$ cat src/rtl/seg7_digit_sequencer_if.sv
// Pin bundle of the TinyTapeout user slot driven by the digit sequencer.
// io_in carries clock, reset and the user inputs; io_out the display.
interface seg7_digit_sequencer_if;
  logic [7:0] io_in;
  logic [7:0] io_out;

  modport master (
    output io_in,
    input  io_out
  );

  modport slave (
    input  io_in,
    output io_out
  );
endinterface

$ cat src/rtl/seg7_digit_sequencer.sv
// Single-digit BCD up/down counter with a push-button mode FSM,
// parallel load, and a registered 7-segment plus wrap-dp output.
module seg7_digit_sequencer #(
  parameter int TICK_DIV    = 1000,
  parameter int SYNC_STAGES = 2
) (
  seg7_digit_sequencer_if.slave bus
);

  localparam int PW = (TICK_DIV > 2) ? $clog2(TICK_DIV) : 1;
  localparam logic [PW-1:0] TMAX = PW'(TICK_DIV - 1);

  typedef enum logic [1:0] {
    HOLD = 2'd0,
    UP   = 2'd1,
    DOWN = 2'd2
  } mode_e;

  logic clk;
  logic rst_n;
  assign clk   = bus.io_in[0];
  assign rst_n = bus.io_in[1];

  logic [5:0]    sync_q [SYNC_STAGES];
  logic          btn_prev_q;
  mode_e         mode_q, mode_d;
  logic [PW-1:0] pre_q, pre_d;
  logic [3:0]    digit_q, digit_d;
  logic          dp_q, dp_d;
  logic [6:0]    seg_q, seg_d;

  logic       btn_s, load_s;
  logic [3:0] ld_s;
  logic       btn_rise, run, tick;

  assign btn_s  = sync_q[SYNC_STAGES-1][0];
  assign load_s = sync_q[SYNC_STAGES-1][1];
  assign ld_s   = sync_q[SYNC_STAGES-1][5:2];

  assign btn_rise = btn_s & ~btn_prev_q;
  assign run      = (mode_q != HOLD) & ~load_s;
  assign tick     = run & (pre_q == TMAX);

  always_comb begin
    mode_d  = mode_q;
    pre_d   = pre_q + 1'b1;
    digit_d = digit_q;
    dp_d    = dp_q;
    seg_d   = 7'h00;

    if (btn_rise) begin
      unique case (mode_q)
        HOLD:    mode_d = UP;
        UP:      mode_d = DOWN;
        default: mode_d = HOLD;
      endcase
    end

    if (!run || btn_rise || tick) pre_d = '0;

    // load wins over tick; out-of-range load values are ignored
    if (load_s) begin
      if (ld_s <= 4'd9) digit_d = ld_s;
    end else if (tick) begin
      if (mode_q == UP) begin
        if (digit_q == 4'd9) begin
          digit_d = 4'd0;
          dp_d    = ~dp_q;
        end else begin
          digit_d = digit_q + 4'd1;
        end
      end else begin
        if (digit_q == 4'd0) begin
          digit_d = 4'd9;
          dp_d    = ~dp_q;
        end else begin
          digit_d = digit_q - 4'd1;
        end
      end
    end

    case (digit_q)
      4'd0:    seg_d = 7'h3F;
      4'd1:    seg_d = 7'h06;
      4'd2:    seg_d = 7'h5B;
      4'd3:    seg_d = 7'h4F;
      4'd4:    seg_d = 7'h66;
      4'd5:    seg_d = 7'h6D;
      4'd6:    seg_d = 7'h7D;
      4'd7:    seg_d = 7'h07;
      4'd8:    seg_d = 7'h7F;
      4'd9:    seg_d = 7'h6F;
      default: seg_d = 7'h00;
    endcase
  end

  always_ff @(posedge clk or negedge rst_n) begin
    if (!rst_n) begin
      for (int i = 0; i < SYNC_STAGES; i++) sync_q[i] <= '0;
      btn_prev_q <= 1'b0;
      mode_q     <= HOLD;
      pre_q      <= '0;
      digit_q    <= 4'd0;
      dp_q       <= 1'b0;
      seg_q      <= 7'h3F;
    end else begin
      sync_q[0] <= bus.io_in[7:2];
      for (int i = 1; i < SYNC_STAGES; i++) sync_q[i] <= sync_q[i-1];
      btn_prev_q <= btn_s;
      mode_q     <= mode_d;
      pre_q      <= pre_d;
      digit_q    <= digit_d;
      dp_q       <= dp_d;
      seg_q      <= seg_d;
    end
  end

  assign bus.io_out = {dp_q, seg_q};

endmodule

$ cat src/flat_wrapper.sv
// flat-port wrapper written by rule: the top's interface ports become plain ports
module seg7_digit_sequencer_flat 
#(
  parameter int TICK_DIV    = 1000,
  parameter int SYNC_STAGES = 2
)
  (bus_io_in, bus_io_out);
  seg7_digit_sequencer_if bus_i ();
  input wire logic [$bits(bus_i.io_in)-1:0] bus_io_in;
  output wire logic [$bits(bus_i.io_out)-1:0] bus_io_out;
  assign bus_i.io_in = bus_io_in;
  assign bus_io_out = bus_i.io_out;
  seg7_digit_sequencer #(.TICK_DIV(TICK_DIV), .SYNC_STAGES(SYNC_STAGES)) u_core (.bus(bus_i));
endmodule
$ cat config.mk
export PLATFORM = sky130hd
export DESIGN_NAME = seg7_digit_sequencer_flat
export DESIGN_NICKNAME = d
export VERILOG_FILES = /design/src/rtl/seg7_digit_sequencer_if.sv /design/src/rtl/seg7_digit_sequencer.sv /design/src/flat_wrapper.sv
export SDC_FILE = /design/constraint.sdc
export NUM_CORES = 1
export LEC_CHECK = 0
export CORE_MARGIN = 4
export CORE_UTILIZATION = 45
export DETAILED_ROUTE_END_ITERATION = 8
export SLEW_MARGIN = 0
export SYNTH_ARGS = -nofsm -noshare
export SYNTH_HDL_FRONTEND = slang
export SYNTH_SLANG_ARGS = --single-unit
$ cat constraint.sdc
create_clock -name bus_io_in -period 2.3 [get_ports bus_io_in]
set_input_delay 0.69 -clock bus_io_in [delete_from_list [all_inputs] [get_ports bus_io_in]]
set_output_delay 0.69 -clock bus_io_in [all_outputs]
set_load 0.1 [all_outputs]
# Word-level counts from Yosys, hierarchy flattened
# Memory sizes are Yosys's and may differ from the RTL's. A register that Yosys moved wholly into a read port is not among the register bits.
# Cells that the tools add are included.
word_totals:
  n_memories: 1
  romBits: 112
  register_bits: 30
  elab_cells: 45
memory_table:
  columns: ["memory", "depth", "word_bits", "read_ports", "rd_clocked_by_memory_dff", "write_ports", "line", "rtl"]
  rows:
  - ["(name not given)", 16, 7, 1, 1, 0, "seg7_digit_sequencer.sv:82", "case (digit_q)"]
op_classes:
  n_eq_ne: 5
  mux: 11
  n_addsub: 3
  n_reduce_logical: 11
  n_bitwise: 6
  magnitude_cmp: 1
ops:
  columns: ["operator", "count"]
  rows:
  - ["$mux W4", 6]
  - ["$add A10 B1 Y10 const B", 1]
  - ["$eq A10 B10 Y1 const B", 1]
  - ["$mux W10", 1]
  - ["$reduce_bool A2 Y1", 3]
  - ["$add A4 B1 Y4 const B", 1]
  - ["$eq A4 B4 Y1 const B", 1]
  - ["$le A4 B4 Y1 const B", 1]
  - ["$logic_not A4 Y1", 1]
  - ["$ne A2 B2 Y1 const B", 2]
  - ["$pmux W2 S2", 1]
  - ["$reduce_and A4 Y1", 1]
  - ["$sub A4 B1 Y4 const B", 1]
  - ["$and A1 B1 Y1", 3]
  - ["$mux W1", 3]
  - ["$not A1 Y1", 3]
  - ["$eq A2 B1 Y1 const B", 1]
  - ["$logic_not A1 Y1", 2]
  - ["$logic_not A2 Y1", 1]
  - ["$logic_or A1 B1 Y1", 2]
  - ["$reduce_and A2 Y1", 1]

# Longest topological paths before layout
# Gate-level depths: netlist of run 1.
logic_depth:
  ltp_word: 6
  depth_mapped: 7
  depth_no_buf: 7

# Worst setup path before layout of run 1
# OpenSTA, ideal clock, no wires.
synth_path:
  path_type: "reg-to-reg"
  start: "register u_core.digit_q[1]"
  end: "register u_core.digit_q[2]"
  arrival_ps: 1518
  synth_period_minus_slack_ps: 1639
  path_slack_ps: 661
  path_stages_with_launch: 8
  required_ps: 2179
  path_cell_list: "dfrtp_1 -> inv_1 -> ha_1 -> nor2b_1 -> nor2_1 -> a32oi_1 -> o31ai_1 -> a22o_1"
synth_between:
  elab_chain_cells: 5
synth_rtl:
  columns: ["item", "line", "rtl"]
  rows:
  - ["from (decl)", "seg7_digit_sequencer.sv:28", "logic [3:0] digit_q, digit_d;"]
  - ["from (signal assigned)", "seg7_digit_sequencer.sv:112", "digit_q <= digit_d;"]
  - ["$sub A4 B1 Y4, or another cell as far along", "seg7_digit_sequencer.sv:77", "digit_d = digit_q - 4'd1;"]
  - ["$mux W4 (on tied branches)", "seg7_digit_sequencer.sv:73, seg7_digit_sequencer.sv:66", null]
  - ["$mux W4 *", "seg7_digit_sequencer.sv:65", "if (mode_q == UP) begin"]
  - ["$mux W4 *", "seg7_digit_sequencer.sv:64", "end else if (tick) begin"]
  - ["$mux W4 *", "seg7_digit_sequencer.sv:62", "if (load_s) begin"]
# Mark *: on every way between the ends. The rest lies on a longest branch, timed or not. The select of a mux whose other input is x is not followed.
# A chain may end at the register's enable or synchronous reset.

# Worst setup path in the final report of run 1
# Same ends and word-level chain as after synthesis.

==> results of run 1 <==
[cells by family after synthesis]
kind of cell    Yosys count  share of synthesized area [%]
simple gates             60                           19.6
mux                       1                          0.842
compound gates           35                           12.9
fa+ha+maj                 8                           5.62
xor+xnor                 10                           4.92
buf+inv                  14                           3.72
flops                    37                           52.4
[state kept, by name, indices dropped and copies added, names as in the netlist]
| signal | cells |
|---|---|
| u_core.digit_q | 4 |
| u_core.pre_q | 10 |
| u_core.mode_q | 2 |
| u_core.btn_s | 1 |
| u_core.btn_prev_q | 1 |
| u_core.sync_q | 6 |
| u_core.ld_s | 4 |
| u_core.seg_q | 7 |
| u_core.load_s | 1 |
| u_core.dp_q | 1 |
[power groups by stage]
stage,Combinational (mW),Clock [mW],Sequential [mW]
detailed placement,0.000000320,0,0.685
global route,0.000000320,1.29,0.669
finish,0.000000320,1.13,0.670
floorplan,0.000000284,0,0.685
global placement,0.000000320,0,0.685
CTS,0.000000320,1.21,0.669
[critical path, delay by kind of cell (launching register included)]
| family | cells | cell delay [ns] |
|---|---|---|
| and+or+nand+nor | 2 | 0.36 |
| buffers and inverters | 1 | 0.21 |
| adders and majority gates | 1 | 0.27 |
| DFF | 1 | 0.48 |
| AOI/OAI and AO/OA | 3 | 0.49 |
[routing by layer]
layer	global-route usage (%)	up-vias
met5	0	-
met4	17.3	0
met3	12.6	14
met2	21.8	36
met1	13.7	591
li1	-	596
[cell type report]
cell class                 count  share of cell area, %
sequential                    37                   43.2
multi-input combinational    114                   36.2
clock buffer                  11                   7.01
timing repair buffer           8                   6.26
clock inverter                 5                   2.95
tap                           48                   2.78
inverter                       9                   1.56
[how the worst max path moves through the flow]
| stage | end | slack (ns) | cells after the start |
|---|---|---|---|
| after floorplan | u_core.digit_q[2] | 0.66 | 7 |
| after global placement | u_core.digit_q[2] | 0.41 | 7 |
| after detailed placement | u_core.digit_q[2] | 0.43 | 7 |
| after CTS | u_core.digit_q[2] | 0.42 | 7 |
| after global routing | u_core.digit_q[2] | 0.26 | 7 |
| final | u_core.digit_q[2] | 0.38 | 7 |
[through the flow]
| stage | instances | total power [mW] | utilization, % | hold slack [ns] | cell area, um^2 |
|---|---|---|---|---|---|
| global placement | 216 | 0.685 | 51.9 | -0.296 | 1940 |
| global route | 232 | 1.96 | 57.7 | -0.317 | 2160 |
| CTS | 232 | 1.88 | 57.7 | -0.311 | 2160 |
| detailed placement | 216 | 0.685 | 51.9 | -0.296 | 1940 |
| finish | 232 | 1.80 | 57.7 | -0.316 | 2160 |
| floorplan | 165 | 0.685 | - | -0.296 | 1780 |
[cell usage in the layout, fill, tap and decap left out, types with 2 or more instances in the layout]
master | synthesis | final
nand3_1 | 5 | 5
buf_12 | 0 | 6
nor2_1 | 16 | 16
o21ai_0 | 9 | 9
xor2_1 | 3 | 3
dfrtp_1 | 31 | 31
buf_4 | 1 | 2
o21ai_1 | 3 | 3
inv_1 | 9 | 9
nor3_1 | 4 | 4
nand2_1 | 13 | 13
o22ai_1 | 2 | 2
clkbuf_8 | 0 | 11
a31oi_1 | 2 | 2
inv_6 | 0 | 2
xnor2_1 | 7 | 7
ha_1 | 8 | 8
a21oi_1 | 6 | 6
dfstp_2 | 6 | 6
nor2_2 | 9 | 9
==> summary.txt, run 1 <==
Floorplan
  • Die area: between 0.005 and 0.006 mm^2
  • Initial core utilization: a little under half
  • DIE HEIGHT: approximately 71 um
  • Row count: 22
  • Die X: slightly above 70 um
  • I/O pin total: 16
  • Core Region: roughly 0.0037 mm^2

CTS
  • # resized after CTS: 0
  • Clk slew on worst S/H paths: about 0.070 ns
  • Clock tree from TritonCTS: built
  • Clk_lat worst skew: 0.28 ns
  • CTS Hold Bufs: 0
  • # Post-CTS Setup Buffers: 0

Job
  • Maxcap violations: 0

Synth
  • Top cell type by total area after synthesis: dfrtp_1
  • Sequential share of the synthesized area: 52.4%
  • Cell with the most instances after synthesis: dfrtp_1
  • Yosys cell types: 47
  • Number of synthesized register bits: 37
  • Syn Nets: roughly 180
  • Ys flop type: dfrtp_1
  • Synth Warn #: 0
  • Netlist Area Pre-Place: around 0.0018 mm^2
  • Cell count after synthesis: ~170
  • Top-area cell type share of the netlist area: 43.5%
  • Synth top cells by count: dfrtp_1 (31), nor2_1 (16), nand2_1 (13)
  • Synth area leaders: dfrtp_1 (44%), dfstp_2 (8.8%), ha_1 (5.6%)
  • Post-synth EDFFs: 0
  • Avg Cell Area, Syn: roughly 11 um^2
  • Asr flop ratio synth: 100%

Power
  • Comb power frac: 0%
  • Ratio of total power to cell area: ~840 mW/mm^2
  • Leakage power: between 0.9 and 1 nW
  • Reg power frac: 37.1%
  • Clock power share: 62.9%
  • Net Switching: between 0.5 and 0.6 mW
  • Switching power share of the total: roughly 31%
  • Peak supply drop: approximately 0.00073 V
  • Internal power: between 1 and 1.5 mW

Place
  • # port buffers: 8
  • Dpl hpwl: 2.23 mm
  • GPL Wtd Cong: approximately 0.93
  • Setup WS pre-CTS: approximately 0.43 ns

Run status
  • Status: finished, violations left
  • Failing checks: hold timing

Routing
  • DR WL met3: between 200 and 300 um
  • WL final: between 3 and 4 mm
  • Met2 routed WL: about 1.6 mm
  • DRC errors left: 0
  • Via-per-instance ratio: approximately 5.3
  • Top sig layer: met4
  • Metal-1 WL: approximately 1.3 mm
  • Iter 0 DRT Violations: ~180
  • Post-route ant nets: 0
  • Via count: ~1200
  • Avg WL per Cell: 14.2 um
  • DRT Pass-1 Iters: 4

Min path
  • Worst Hold Class: clock port to asynchronous set/reset pin

Critical path
  • Depth of the most critical reg-to-reg path: 7
  • Crit path DAT: approximately 2.1 ns
  • Reg2Reg Setup Slack: around 0.38 ns
  • CP endpoint kind: register
  • CP max-delay cell: dfrtp_1
  • Critical path class: register to register
  • Worst Setup SP: u_core.digit_q[1]
  • Slowest stage delay, CP: 0.48 ns
  • CP Launch Type: register
  • RR Endpoint: u_core.digit_q[2]
  • CP Max Fanout: 8
  • Worst path cell trace: inv_1, ha_1, nor2b_1, nor2_1, a32oi_1, o31ai_1, a22o_1
  • Reg2reg start: u_core.digit_q[1]
  • WP data required: between 2 and 2.5 ns

Timing
  • Clock Skews: ~0.0017 ns
  • Minimum clock period after layout: between 1.5 and 2 ns
  • Fin crit share: 83.4%
  • Setup TNS: 0 ns
  • Hold Fails Final Rpt: between 40 and 50
  • Slew Limit Fails: 0
  • Fin Hold WS: -0.316 ns
  • Tightest Pin Transition: 0.565 ns
  • Max Freq: 521 MHz
  • Setup ws final: 0.381 ns
  • Slew Limit Headroom: ~62%
  • Setup violators final: 0
  • RSZ-0062 raised after global routing: false

Global route
  • Initial antenna violation count: 0
  • First-pass GRT wire length: around 5.8 mm
  • Vias in the first global route: 1395
  • Congestion Overflow GR: 0
  • Pin count of the biggest net entering global routing: 13
  • GRT Util Overall: between 15 and 20%

Finish
  • Diode count: 0
  • Growth of design area from synthesis to finish: 21.2%
  • Multi-input gate area: slightly below 800 um^2
  • Register area: 933 um^2
  • Layout cells sized above 1: between 20% and 30%
  • Fillers: approximately 330
  • Layout net count: ~200
(Power assumes the default switching activity.)
==> run 2: changes to the inputs <==
- clock period: 2.3 -> 2 ns (I/O delays scaled with it)
==> summary.txt, run 2 (synthesis results as in run 1) <==
Routing
  • Via-per-instance ratio: 5.33 (about the same)
  • Iter 0 DRT Violations: 80 (-56%)
  • DRC errors left: 0 (unchanged)
  • Via count: 1248 (+0.89%)
  • DRT Pass-1 Iters: 5 (+1)
  • Post-route ant nets: 0 (unchanged)
  • WL final: 3.38 mm (+2.5%)
  • Avg WL per Cell: 14.5 um (+1.7%)

Place
  • # port buffers: 8 (unchanged)
  • Dpl hpwl: 2.35 mm (+5.0%)
  • GPL Wtd Cong: 0.906 (-2.5%)

Power
  • Internal power: 1.41 mW (+13%)
  • Ratio of total power to cell area: 952 mW/mm^2 (+14%)
  • Reg power frac: 36.7% (-0.4 points)
  • Switching power share of the total: 32.6% (+1.7 points)
  • Net Switching: 0.684 mW (+23%)
  • Leakage power: 0.941 nW (+1.9%)
  • Comb power frac: 0% (unchanged)
  • Clock power share: 63.3% (+0.4 points)
  • Peak supply drop: 0.000543 V (-26%)

Timing
  • Fin Hold WS: -0.330 ns (-0.0145 ns)
  • Tightest Pin Transition: 0.546 ns (-0.0186 ns)
  • Setup TNS: 0 ns (unchanged)
  • Fin crit share: 89.3% (+5.8 points)
  • Max Freq: 560 MHz (+7.5%)
  • Minimum clock period after layout: 1.79 ns (-0.133 ns)
  • Slew Limit Headroom: 63.6% (+1.2 points)
  • RSZ-0062 raised after global routing: false
  • Setup violators final: 0 (unchanged)
  • Hold Fails Final Rpt: 43 (unchanged)
  • Slew Limit Fails: 0 (unchanged)
  • Clock Skews: 0.00965 ns (+0.00794 ns)

Critical path
  • CP Launch Type: register
  • Depth of the most critical reg-to-reg path: 6 (-1)
  • Number of cells on the critical path: 6 (-1)
  • Critical path buffer and inverter count: 1 (unchanged)
  • Slowest stage delay, CP: 0.47 ns (about the same)
  • CP top delay family: compound AO/OA/AOI/OAI gates
  • Crit path DAT: 2.01 ns (-0.09 ns)
  • CP endpoint kind: register
  • Worst Setup SP: u_core.digit_q[0]
  • CP max-delay cell: a2111oi_0
  • Critical path class: register to register
  • WP data required: 2.22 ns (-0.26 ns)
  • Worst path cell trace: inv_1, ha_1, nor2_1, a2111oi_0, o21bai_1, a21oi_1
  • CP Max Fanout: 8 (unchanged)
  • Reg2reg start: u_core.digit_q[0]

Min path
  • Worst Hold Class: clock port to asynchronous set/reset pin

Floorplan
  • Row count: 22 (unchanged)
  • Initial core utilization: 47.6% (unchanged)
  • DIE HEIGHT: 70.9 um (unchanged)
  • Die area: 0.00503 mm^2 (unchanged)
  • Core Region: 0.00374 mm^2 (unchanged)
  • Die X: 70.9 um (unchanged)
  • I/O pin total: 16 (unchanged)

Finish
  • Layout cells sized above 1: 27.4% (+0.79 points)
  • Growth of design area from synthesis to finish: 23.7%
  • Flip-flop count of the largest register after layout: 10 (unchanged)
  • Most frequent cells in the layout: dfrtp_1 (31), nor2_1 (16), nand2_1 (13)
  • Largest regs: u_core.pre_q x10, u_core.seg_q x7, u_core.sync_q x6
  • Final core occ: 58.9% (+1.2 points)
  • Largest reg by FF count: u_core.pre_q
  • Commonest non-fill, non-tap cell in the layout: dfrtp_1
  • Layout net count: 198 (+1.0%)
  • Diode count: 0 (unchanged)

CTS
  • Clk slew on worst S/H paths: 0.08 ns (about the same)
  • Clock tree from TritonCTS: built
  • Clk_lat worst skew: 0.29 ns (about the same)
  • # Post-CTS Setup Buffers: 0 (unchanged)
  • CTS Hold Bufs: 0 (unchanged)
  • # resized after CTS: 0 (unchanged)

Global route
  • GR Util met3: 11.2% (-1.4 points)
  • Congestion Overflow GR: 0 (unchanged)
  • GRT Util Overall: 16.0% (+0.079 points)
  • Pin count of the biggest net entering global routing: 14 (+1)
  • Busiest grt layer: met2
  • First-pass GRT wire length: 5.93 mm (+1.7%)
  • Vias in the first global route: 1365 (-2.2%)
  • Global-route track usage on met2: 20.7% (-1.1 points)
  • Met1 usage: 16.3% (+2.7 points)
  • Initial antenna violation count: 0 (unchanged)

Run status
  • Status: finished, violations left
  • Failing checks: hold timing

Job
  • Maxcap violations: 0 (unchanged)
==> run 2: metal layers <==
layer / vias up / wire length (um)
li1: 600 / -
met1: 587 / 1370
met2: 48 / 1630
met3: 13 / 280
met4: 0 / 110
met5: - / 0
==> run 2: cell type report <==
type / count / area [um^2]
fill: 343 / 1540
sequential: 37 / 933
multi-input combinational: 114 / 782
timing repair buffer: 10 / 175
clock buffer: 10 / 138
clock inverter: 6 / 82.6
tap: 48 / 60.1
inverter: 9 / 33.8
==> run 2: worst paths after layout <==
check	to	slack, ns
worst max-delay path	u_core.digit_q[3]	0.21
worst min-delay path	u_core.digit_q[0]	-0.33
worst max register to register	u_core.digit_q[3]	0.21
worst min register to register	u_core.ld_s[1]	0.35
max in group asynchronous	u_core.seg_q[5]	2.12
min in group bus_io_in	u_core.sync_q[6]	-0.27
==> run 2: stage by stage <==
step / hold slack [ns] / setup slack (ns) / total power, mW / instances / area [um^2]
CTS: -0.324 / 0.229 / 2.18 / 234 / 2200
floorplan: -0.296 / 0.361 / 0.788 / 165 / 1780
detailed placement: -0.296 / 0.245 / 0.788 / 218 / 1980
global route: -0.329 / 0.0671 / 2.25 / 234 / 2200
finish: -0.330 / 0.215 / 2.10 / 234 / 2200
global placement: -0.296 / 0.279 / 0.788 / 218 / 1980
==> run 2: power groups by stage <==
stage	combinational (mW)	clock, mW	sequential [mW]
after floorplan	0.000000284	0	0.788
after global placement	0.000000336	0	0.788
after detailed placement	0.000000336	0	0.788
after CTS	0.000000336	1.41	0.770
after global routing	0.000000336	1.48	0.770
final	0.000000336	1.33	0.770
==> run 3: changes to the inputs <==
- CORE_UTILIZATION: 45 -> 31
- clock period: 2 -> 1.73 ns (I/O delays scaled with it)
==> summary.txt, run 3 (synthesis results as in run 1) <==
Run status
  • Status: finished, violations left
  • Failing checks: hold timing

Floorplan
  • I/O pin total: 16 (unchanged)
  • Die X: 83.8 um (+18%)
  • Initial core utilization: 32.2% (-15 points)
  • DIE HEIGHT: 83.8 um (+18%)
  • Die area: 0.00702 mm^2 (+40%)
  • Row count: 27 (+23%)
  • Core Region: 0.00554 mm^2 (+48%)

Finish
  • Post-route cell area: 0.00225 mm^2 (+1.9%)
  • Largest reg by FF count: u_core.pre_q
  • Diode count: 0 (unchanged)
  • Commonest non-fill, non-tap cell in the layout: dfrtp_1
  • Fillers: 541 (+58%)
  • Multi-input gate area: 787 um^2 (+0.64%)
  • Register area: 933 um^2 (unchanged)
  • Layout net count: 202 (+2.0%)
  • Growth of design area from synthesis to finish: 26.1%
  • Most frequent cells in the layout: dfrtp_1 (31), nor2_1 (16), nand2_1 (13)
  • Largest regs: u_core.pre_q x10, u_core.seg_q x7, u_core.sync_q x6
  • Flip-flop count of the largest register after layout: 10 (unchanged)
  • Layout cells sized above 1: 27.9% (+0.48 points)

Timing
  • Max Freq: 627 MHz (+12%)
  • Setup ws final: 0.134 ns (-0.0800 ns)
  • Clock Skews: 0.00625 ns (-0.00341 ns)
  • Setup violators final: 0 (unchanged)
  • Minimum clock period after layout: 1.60 ns (-0.190 ns)
  • RSZ-0062 raised after global routing: false
  • Fin crit share: 92.2% (+3.0 points)
  • Slew Limit Fails: 0 (unchanged)
  • Tightest Pin Transition: 0.405 ns (-0.142 ns)
  • Hold Fails Final Rpt: 43 (unchanged)
  • Fin Hold WS: -0.333 ns (-0.00289 ns)
  • Setup TNS: 0 ns (unchanged)
  • Slew Limit Headroom: 72.3% (+8.8 points)

Critical path
  • Reg2reg start: u_core.digit_q[1]
  • WP data required: 1.91 ns (-0.31 ns)
  • CP Max Fanout: 5 (-3)
  • CP Launch Type: register
  • Critical path class: register to register
  • CP endpoint kind: register
  • Worst Setup SP: u_core.digit_q[1]
  • Crit path DAT: 1.77 ns (-0.24 ns)

Routing
  • DRT Pass-1 Iters: 4 (-1)
  • Avg WL per Cell: 11.6 um (-20%)
  • Via count: 1210 (-3.0%)
  • Iter 0 DRT Violations: 58 (-28%)
  • Metal-1 WL: 1.39 mm (+1.8%)
  • Via-per-instance ratio: 4.62 (-13%)
  • Post-route ant nets: 0 (unchanged)
  • Top sig layer: met4
  • WL final: 3.04 mm (-10%)
  • DRC errors left: 0 (unchanged)
  • Met2 routed WL: 1.28 mm (-22%)
  • DR WL met3: 261 um (-6.8%)

Place
  • # port buffers: 8 (unchanged)
  • Post-Place Cell Area: 0.00204 mm^2 (+3.0%)
  • GPL Wtd Cong: 0.859 (-5.2%)
  • Dpl hpwl: 2.07 mm (-12%)
  • Setup WS pre-CTS: 0.105 ns (-0.140 ns)

Min path
  • Worst Hold Class: clock port to asynchronous set/reset pin

CTS
  • Clock tree from TritonCTS: built
  • Clk_lat worst skew: 0.29 ns (about the same)
  • CTS Hold Bufs: 0 (unchanged)
  • Clk slew on worst S/H paths: 0.07 ns (about the same)

Global route
  • Vias in the first global route: 1328 (-2.7%)
  • Pin count of the biggest net entering global routing: 13 (-1)
  • GRT Util Overall: 10.7% (-5.3 points)
  • Initial antenna violation count: 0 (unchanged)
  • Congestion Overflow GR: 0 (unchanged)
  • First-pass GRT wire length: 5.53 mm (-6.9%)

Job
  • Maxcap violations: 0 (unchanged)

Power
  • Peak supply drop: 0.000575 V (+5.7%)
  • Ratio of total power to cell area: 1030 mW/mm^2 (+8.2%)
  • Leakage power: 0.950 nW (+0.97%)
  • Final Power: 2.31 mW (+10%)
run 3: cell types whose count changed in the layout (fill, tap and decap cells not counted), sizes merged:
cell / before / now
clkinv: 2 / 1
buf: 10 / 14
inv: 11 / 9
clkbuf: 10 / 14
clkinvlp: 1 / 0
run 3: path summary, 6_finish.rpt:
check | endpoint | cells past startpoint | slack, ns
worst min register to register | u_core.ld_s[0] | 0 | 0.35
max in group asynchronous | u_core.seg_q[4] | 2 | 1.86
worst max register to register | u_core.digit_q[2] | 7 | 0.13
worst min-delay path | u_core.pre_q[9] | 2 | -0.33
min in group bus_io_in | u_core.sync_q[7] | 0 | -0.26
worst max-delay path | u_core.digit_q[2] | 7 | 0.13
run 3: cell type report:
type	count	area share [%]
sequential	37	41.6
multi-input combinational	114	35.0
timing repair buffer	14	9.14
clock buffer	14	7.24
tap	72	4.01
clock inverter	2	1.50
inverter	9	1.50
run 3: metrics by stage:
stage	hold slack [ns]	utilization (%)	instances
detailed placement	-0.296	36.9	246
global route	-0.334	40.5	262
floorplan	-0.296	-	165
finish	-0.333	40.5	262
CTS	-0.325	40.4	262
global placement	-0.296	36.9	246
run 3: where the power goes:
part | leakage, nW | internal, mW | switching (mW)
clock | 0.0983 | 0.752 | 0.670
combinational | 0.354 | 0 | 0
sequential | 0.497 | 0.891 | 0
total | 0.950 | 1.64 | 0.670
run 3: layer usage:
layer  global-route usage, %  vias up
met1                    11.2      550
met2                    11.6       44
met3                    8.98       10
met4                    12.0        0
li1                        -      606
met5                       0        -
run 3: what timing repair did:
action	CTS	global route
buffers inserted	0	0
setup endpoints to repair	0	3
gates resized for setup	0	2
run 3: critical path, cell delays in order, from the launching register on:
cell,delay [ns]
dfrtp_1,0.39
inv_1,0.11
ha_1,0.23
nor2b_2,0.22
nor2_1,0.06
a32oi_1,0.16
o31ai_1,0.09
a22o_1,0.23
